`config.mk`:
```
export PLATFORM = sky130hd
export DESIGN_NAME = byte_round_ctrl_flat
export DESIGN_NICKNAME = d
export VERILOG_FILES = /design/src/rtl/byte_round_ctrl_if.sv /design/src/rtl/byte_round_ctrl.sv /design/src/flat_wrapper.sv
export SDC_FILE = /design/constraint.sdc
export NUM_CORES = 1
export LEC_CHECK = 0
export ABC_CLOCK_PERIOD_IN_PS = 5360
export BUFFER_PORTS_ARGS = -buffer_cell sky130_fd_sc_hd__clkbuf_2
export CAP_MARGIN = 10
export CORE_UTILIZATION = 25
export CTS_CLUSTER_DIAMETER = 50
export DETAILED_ROUTE_END_ITERATION = 8
export HOLD_SLACK_MARGIN = 0.03
export SYNTH_ARGS = -nofsm -noshare
export SYNTH_HDL_FRONTEND = slang
export SYNTH_SLANG_ARGS = --single-unit
```
`constraint.sdc`:
```
create_clock -name ClockIn -period 5.36 [get_ports ClockIn]
set_input_delay 1.608 -clock ClockIn [delete_from_list [all_inputs] [get_ports ClockIn]]
set_output_delay 1.608 -clock ClockIn [all_outputs]
set_load 0.05 [all_outputs]
```
`src/rtl/byte_round_ctrl_if.sv`:
```
// Control/status bundle for the byte round controller.
// Master drives strikes and timing pulses; slave reports round status.
interface byte_round_ctrl_if;
    logic       Start;
    logic       SecTick;
    logic       Hit;
    logic       Miss;
    logic [1:0] State;
    logic [3:0] TimeOnes;
    logic [3:0] TimeTens;
    logic [3:0] ScoreOnes;
    logic [3:0] ScoreTens;
    logic       RoundActive;
    logic       GameOver;

    modport master (
        output Start, SecTick, Hit, Miss,
        input  State, TimeOnes, TimeTens,
        input  ScoreOnes, ScoreTens,
        input  RoundActive, GameOver
    );

    modport slave (
        input  Start, SecTick, Hit, Miss,
        output State, TimeOnes, TimeTens,
        output ScoreOnes, ScoreTens,
        output RoundActive, GameOver
    );
endinterface

```
`src/rtl/byte_round_ctrl.sv`:
```
// Round controller: preroll countdown, timed play, BCD score and timer.
// Every output is a register; reset is asynchronous and active-low.
module byte_round_ctrl #(
    parameter int ROUND_SECONDS   = 60,
    parameter int PREROLL_SECONDS = 3
) (
    input logic         ClockIn,
    input logic         Resetn,
    byte_round_ctrl_if.slave Bus
);
    typedef enum logic [1:0] {
        Idle    = 2'b00,
        Preroll = 2'b01,
        Play    = 2'b10,
        Over    = 2'b11
    } stateT;

    localparam logic [3:0] RoundTens = 4'(ROUND_SECONDS / 10);
    localparam logic [3:0] RoundOnes = 4'(ROUND_SECONDS % 10);
    localparam logic [3:0] PreOnes   = 4'(PREROLL_SECONDS);

    stateT      state;
    logic [3:0] timeOnes;
    logic [3:0] timeTens;
    logic [3:0] scoreOnes;
    logic [3:0] scoreTens;
    logic       roundActive;
    logic       gameOver;

    logic timeIsOne;
    logic timeIsZero;
    logic scoreIsMax;
    logic scoreIsZero;
    logic doInc;
    logic doDec;

    assign timeIsOne   = (timeTens == 4'd0) && (timeOnes == 4'd1);
    assign timeIsZero  = (timeTens == 4'd0) && (timeOnes == 4'd0);
    assign scoreIsMax  = (scoreTens == 4'd9) && (scoreOnes == 4'd9);
    assign scoreIsZero = (scoreTens == 4'd0) && (scoreOnes == 4'd0);
    assign doInc       = Bus.Hit && !Bus.Miss;
    assign doDec       = Bus.Miss && !Bus.Hit;

    // Round FSM with timer, score and status registers.
    always_ff @(posedge ClockIn or negedge Resetn) begin
        if (!Resetn) begin
            state       <= Idle;
            timeOnes    <= 4'd0;
            timeTens    <= 4'd0;
            scoreOnes   <= 4'd0;
            scoreTens   <= 4'd0;
            roundActive <= 1'b0;
            gameOver    <= 1'b0;
        end else begin
            gameOver <= 1'b0;
            unique case (state)
                Idle, Over: begin
                    // Start beats a coincident SecTick: load preroll untouched.
                    if (Bus.Start) begin
                        state     <= Preroll;
                        timeTens  <= 4'd0;
                        timeOnes  <= PreOnes;
                        scoreTens <= 4'd0;
                        scoreOnes <= 4'd0;
                    end
                end
                Preroll: begin
                    if (Bus.SecTick) begin
                        if (timeIsOne) begin
                            state       <= Play;
                            timeTens    <= RoundTens;
                            timeOnes    <= RoundOnes;
                            roundActive <= 1'b1;
                        end else if (!timeIsZero) begin
                            timeOnes <= timeOnes - 4'd1;
                        end
                    end
                end
                Play: begin
                    // Score moves even on the terminating tick.
                    if (doInc && !scoreIsMax) begin
                        if (scoreOnes == 4'd9) begin
                            scoreOnes <= 4'd0;
                            scoreTens <= scoreTens + 4'd1;
                        end else begin
                            scoreOnes <= scoreOnes + 4'd1;
                        end
                    end else if (doDec && !scoreIsZero) begin
                        if (scoreOnes == 4'd0) begin
                            scoreOnes <= 4'd9;
                            scoreTens <= scoreTens - 4'd1;
                        end else begin
                            scoreOnes <= scoreOnes - 4'd1;
                        end
                    end
                    if (Bus.SecTick) begin
                        if (timeIsOne) begin
                            state       <= Over;
                            timeOnes    <= 4'd0;
                            roundActive <= 1'b0;
                            gameOver    <= 1'b1;
                        end else if (!timeIsZero) begin
                            if (timeOnes == 4'd0) begin
                                timeOnes <= 4'd9;
                                timeTens <= timeTens - 4'd1;
                            end else begin
                                timeOnes <= timeOnes - 4'd1;
                            end
                        end
                    end
                end
                default: state <= Idle;
            endcase
        end
    end

    assign Bus.State       = state;
    assign Bus.TimeOnes    = timeOnes;
    assign Bus.TimeTens    = timeTens;
    assign Bus.ScoreOnes   = scoreOnes;
    assign Bus.ScoreTens   = scoreTens;
    assign Bus.RoundActive = roundActive;
    assign Bus.GameOver    = gameOver;
endmodule

```
`src/flat_wrapper.sv`:
```
// flat-port wrapper written by rule: the top's interface ports become plain ports
module byte_round_ctrl_flat 
#(
    parameter int ROUND_SECONDS   = 60,
    parameter int PREROLL_SECONDS = 3
)
  (ClockIn, Resetn, Bus_Start, Bus_SecTick, Bus_Hit, Bus_Miss, Bus_State, Bus_TimeOnes, Bus_TimeTens, Bus_ScoreOnes, Bus_ScoreTens, Bus_RoundActive, Bus_GameOver);
  byte_round_ctrl_if Bus_i ();
  input logic ClockIn;
  input logic Resetn;
  input wire logic [$bits(Bus_i.Start)-1:0] Bus_Start;
  input wire logic [$bits(Bus_i.SecTick)-1:0] Bus_SecTick;
  input wire logic [$bits(Bus_i.Hit)-1:0] Bus_Hit;
  input wire logic [$bits(Bus_i.Miss)-1:0] Bus_Miss;
  output wire logic [$bits(Bus_i.State)-1:0] Bus_State;
  output wire logic [$bits(Bus_i.TimeOnes)-1:0] Bus_TimeOnes;
  output wire logic [$bits(Bus_i.TimeTens)-1:0] Bus_TimeTens;
  output wire logic [$bits(Bus_i.ScoreOnes)-1:0] Bus_ScoreOnes;
  output wire logic [$bits(Bus_i.ScoreTens)-1:0] Bus_ScoreTens;
  output wire logic [$bits(Bus_i.RoundActive)-1:0] Bus_RoundActive;
  output wire logic [$bits(Bus_i.GameOver)-1:0] Bus_GameOver;
  assign Bus_i.Start = Bus_Start;
  assign Bus_i.SecTick = Bus_SecTick;
  assign Bus_i.Hit = Bus_Hit;
  assign Bus_i.Miss = Bus_Miss;
  assign Bus_State = Bus_i.State;
  assign Bus_TimeOnes = Bus_i.TimeOnes;
  assign Bus_TimeTens = Bus_i.TimeTens;
  assign Bus_ScoreOnes = Bus_i.ScoreOnes;
  assign Bus_ScoreTens = Bus_i.ScoreTens;
  assign Bus_RoundActive = Bus_i.RoundActive;
  assign Bus_GameOver = Bus_i.GameOver;
  byte_round_ctrl #(.ROUND_SECONDS(ROUND_SECONDS), .PREROLL_SECONDS(PREROLL_SECONDS)) u_core (.ClockIn(ClockIn), .Resetn(Resetn), .Bus(Bus_i));
endmodule
```
==> run_results.csv <==
group,metric,value,unit
global_route,grt_max_degree,22,
clock_tree,ctsHtreeMaxLevel,1,
layout,diodes,0,
drt,drt-vias-per-instance,5.125,
power,p_comb_share,58.6,%
clock_tree,hold_buffers,0,
sta,period_share,62.11,%
critical_path,startpoint_type,"input pin",
power,p_sw_share,50.54,%
critical_path,reg2reg_depth,7,
synthesis,syn-cell-area,0.001476,mm²
power,p_seq_share,25.2,%
synthesis,synthArstFlopShare,100.0,%
clock_tree,clk_path_buf_depth,2,
sta,final_max_slew_viol_count,0,
drt,wl_per_cell,13.35,µm
sta,worst_pin_slew,784.2,ps
sta,finalHoldViolCount,0,
drt,dr.pass1.iters,4,
place,io_buffers,25,
synthesis,synth_edf_count,0,
critical_path,critPathRequiredTime,5500,ps
worst_hold_path,min_delay_path_depth,2,
status,status,"completed",
global_route,grt_use_total,11.90,%
floorplan,core_area,0.005608,mm²
synthesis,syn_inst,169,
clock_tree,cts_tree,"built",
critical_path,worst-setup-path-type,"in -> reg",
critical_path,cp_data_arrival_time,3470,ps
sta,timing.final.crit_period,3329,ps
synthesis,yosysTopAreaCell,"dfrtp_1",
synthesis,ys_types,49,
power,switchingPower,0.4844,mW
clock_tree,cts.sinks,20,
clock_tree,clock_tree.root_cell,"clkbuf_8",
floorplan,die_x,78.85,µm
layout,num-nets-final,210,
drt,drcViolationCount,0,
clock_tree,post_cts_resize_count,0,
power,p_leak,0.7990,nW
layout,drive_gt1_share,20.73,%
power,power.density,549.8,mW/mm²
sta,setup_viol,0,
synthesis,yosysTopAreaCellShare,33.90,%
drt,via_count,1358,
power,ir_worst_vdd,0.1730,mV
sta,clock_skew,2.416,ps
synthesis,yosysMostFrequentCell,"dfrtp_1",
power,internal_power,0.4739,mW
synthesis,syn-num-nets,185,
global_route,grt_pass1_vias,1226,
power,power_frac_clock,16.2,%
synthesis,ys_top_cells_by_count,"dfrtp_1 (20), inv_1 (15), o21ai_0 (15)",
clock_tree,cts.reportedPaths.clkPinSlew,80,ps
layout,area_growth,18.05,%
power,finalPower,0.9583,mW
floorplan,fp.dieArea,0.006217,mm²
critical_path,endpoint_kind,"flip-flop",
drt,totalWireLength,3.539,mm
sta,maxSlewHeadroom,47.61,%
global_route,overflow,0,
global_route,grt_pass1_wl,5.789,mm
synthesis,synth-warning-count,0,
floorplan,io_pins,26,
drt,first_iter_violations,68,
synthesis,yosys_most_used_dff,"dfrtp_1",
synthesis,seq_area_frac_synth,33.90,%
place,hpwlAfterDp,2.582,mm
place,place_congestion,0.8473,
floorplan,die_h,78.85,µm
sta,whs,529.9,ps
sta,rsz0062_at_grt,"false",
sta,fmax,0.3004,GHz
clock_tree,cts_setup_buffers,0,
global_route,antenna_found_initial,0,
layout,utilization,31.08,%
clock_tree,cts_buffers,3,
worst_hold_path,worstHoldPathType,"reg -> reg",
critical_path,critPathMaxFanout,5,
floorplan,rows,27,
flow_run,cap_violations,0,
floorplan,initial_core_util,26.33,%
drt,final_antenna_net_count,0,
sta,finalSetupTns,0,ps
synthesis,netlist_top_cells_area,"dfrtp_1 (34%), ha_1 (7.6%), o21ai_0 (5.1%)",
synthesis,synth.ff_latch_count,20,
clock_tree,insertion_delay,260,ps
synthesis,avgSynthCellArea,8.736,µm²
## worst max-delay path: stages
cell and delay, ps:
clkbuf_2 100, nand2b_1 200, a41oi_2 350, inv_1 120, ha_1 280, a21o_1 180, a21oi_1 170, xnor2_1 90
o311ai_0 280, nand3_1 110
## logic make-up after synthesis
kind of cell / count (synthesis) / synth area share, %
buffers and inverters: 20 / 5.169
AO/OA/AOI/OAI: 52 / 24.58
multiplexers: 1 / 0.6780
XOR/XNOR: 6 / 3.560
flip-flops: 20 / 33.90
adder cells (fa/ha/maj): 10 / 8.983
AND/OR/NAND/NOR: 60 / 23.14
## registers in the layout, summed over array words and instances (netlist names)
signal	flops
u_core.Bus.ScoreOnes	4
u_core.Bus.ScoreTens	4
u_core.Bus.TimeOnes	4
u_core.Bus.TimeTens	4
u_core.Bus.State	2
u_core.Bus.GameOver	1
u_core.Bus.RoundActive	1
## layout make-up
class	instances	area (µm²)
clock buffer	3	41.29
clock inverter	1	30.03
fill	618	3865
inverter	15	56.30
multi-input combinational	129	899.6
sequential	20	500.5
tap	72	90.09
timing repair buffer	25	125.1
## power by group through the flow
stage / sequential (mW) / clock [mW] / combinational, mW
global route: 0.250 / 0.168 / 0.616
CTS: 0.242 / 0.160 / 0.563
finish: 0.241 / 0.155 / 0.562
floorplan: 0.361 / 0 / 0.319
detailed placement: 0.245 / 0 / 0.561
global placement: 0.244 / 0 / 0.562
## per-stage QoR
step / worst slack [ps] / instance area [µm²] / cells
2_1_floorplan: 2031 / 1476 / 169
3_3_place_gp: 1819 / 1672 / 261
3_5_place_dp: 1738 / 1672 / 261
4_1_cts: 2039 / 1743 / 265
5_1_grt: 1783 / 1743 / 265
6_report: 2031 / 1743 / 265
## final timing paths
path / end / start / slack (ps)
setup / recovery: u_core.Bus.ScoreTens[3] / Bus_Miss / 2030
hold / removal: u_core.Bus.RoundActive / u_core.Bus.RoundActive / 530
setup reg to reg: u_core.Bus.ScoreTens[1] / u_core.Bus.State[0] / 2820
hold reg to reg: u_core.Bus.RoundActive / u_core.Bus.RoundActive / 530
max in group asynchronous: u_core.Bus.ScoreOnes[3] / Resetn / 3720
min in group asynchronous: u_core.Bus.TimeTens[1] / Resetn / 1300
## routing by layer
metal / global-route usage (%) / share of wire (%) / up-vias
met5: 0 / 0 / -
met4: 4.364 / 1.3 / 0
met3: 2.529 / 3.9 / 5
met2: 19.04 / 46 / 18
met1: 15.70 / 49 / 664
li1: - / - / 671
## layout by cell type, fill, tap and decap left out, types with 3 or more instances in the layout
cell type,count
nand2_1,9
a21oi_1,7
xor2_1,3
dfrtp_1,20
nand4b_1,3
nor2_1,14
nor3b_1,3
clkbuf_8,3
clkbuf_2,25
or3_1,3
ha_1,9
xnor2_1,3
nand3_1,3
a21o_1,3
nor3_1,7
o211ai_1,7
o21ai_0,15
inv_1,15
(Power assumes the default switching activity.)
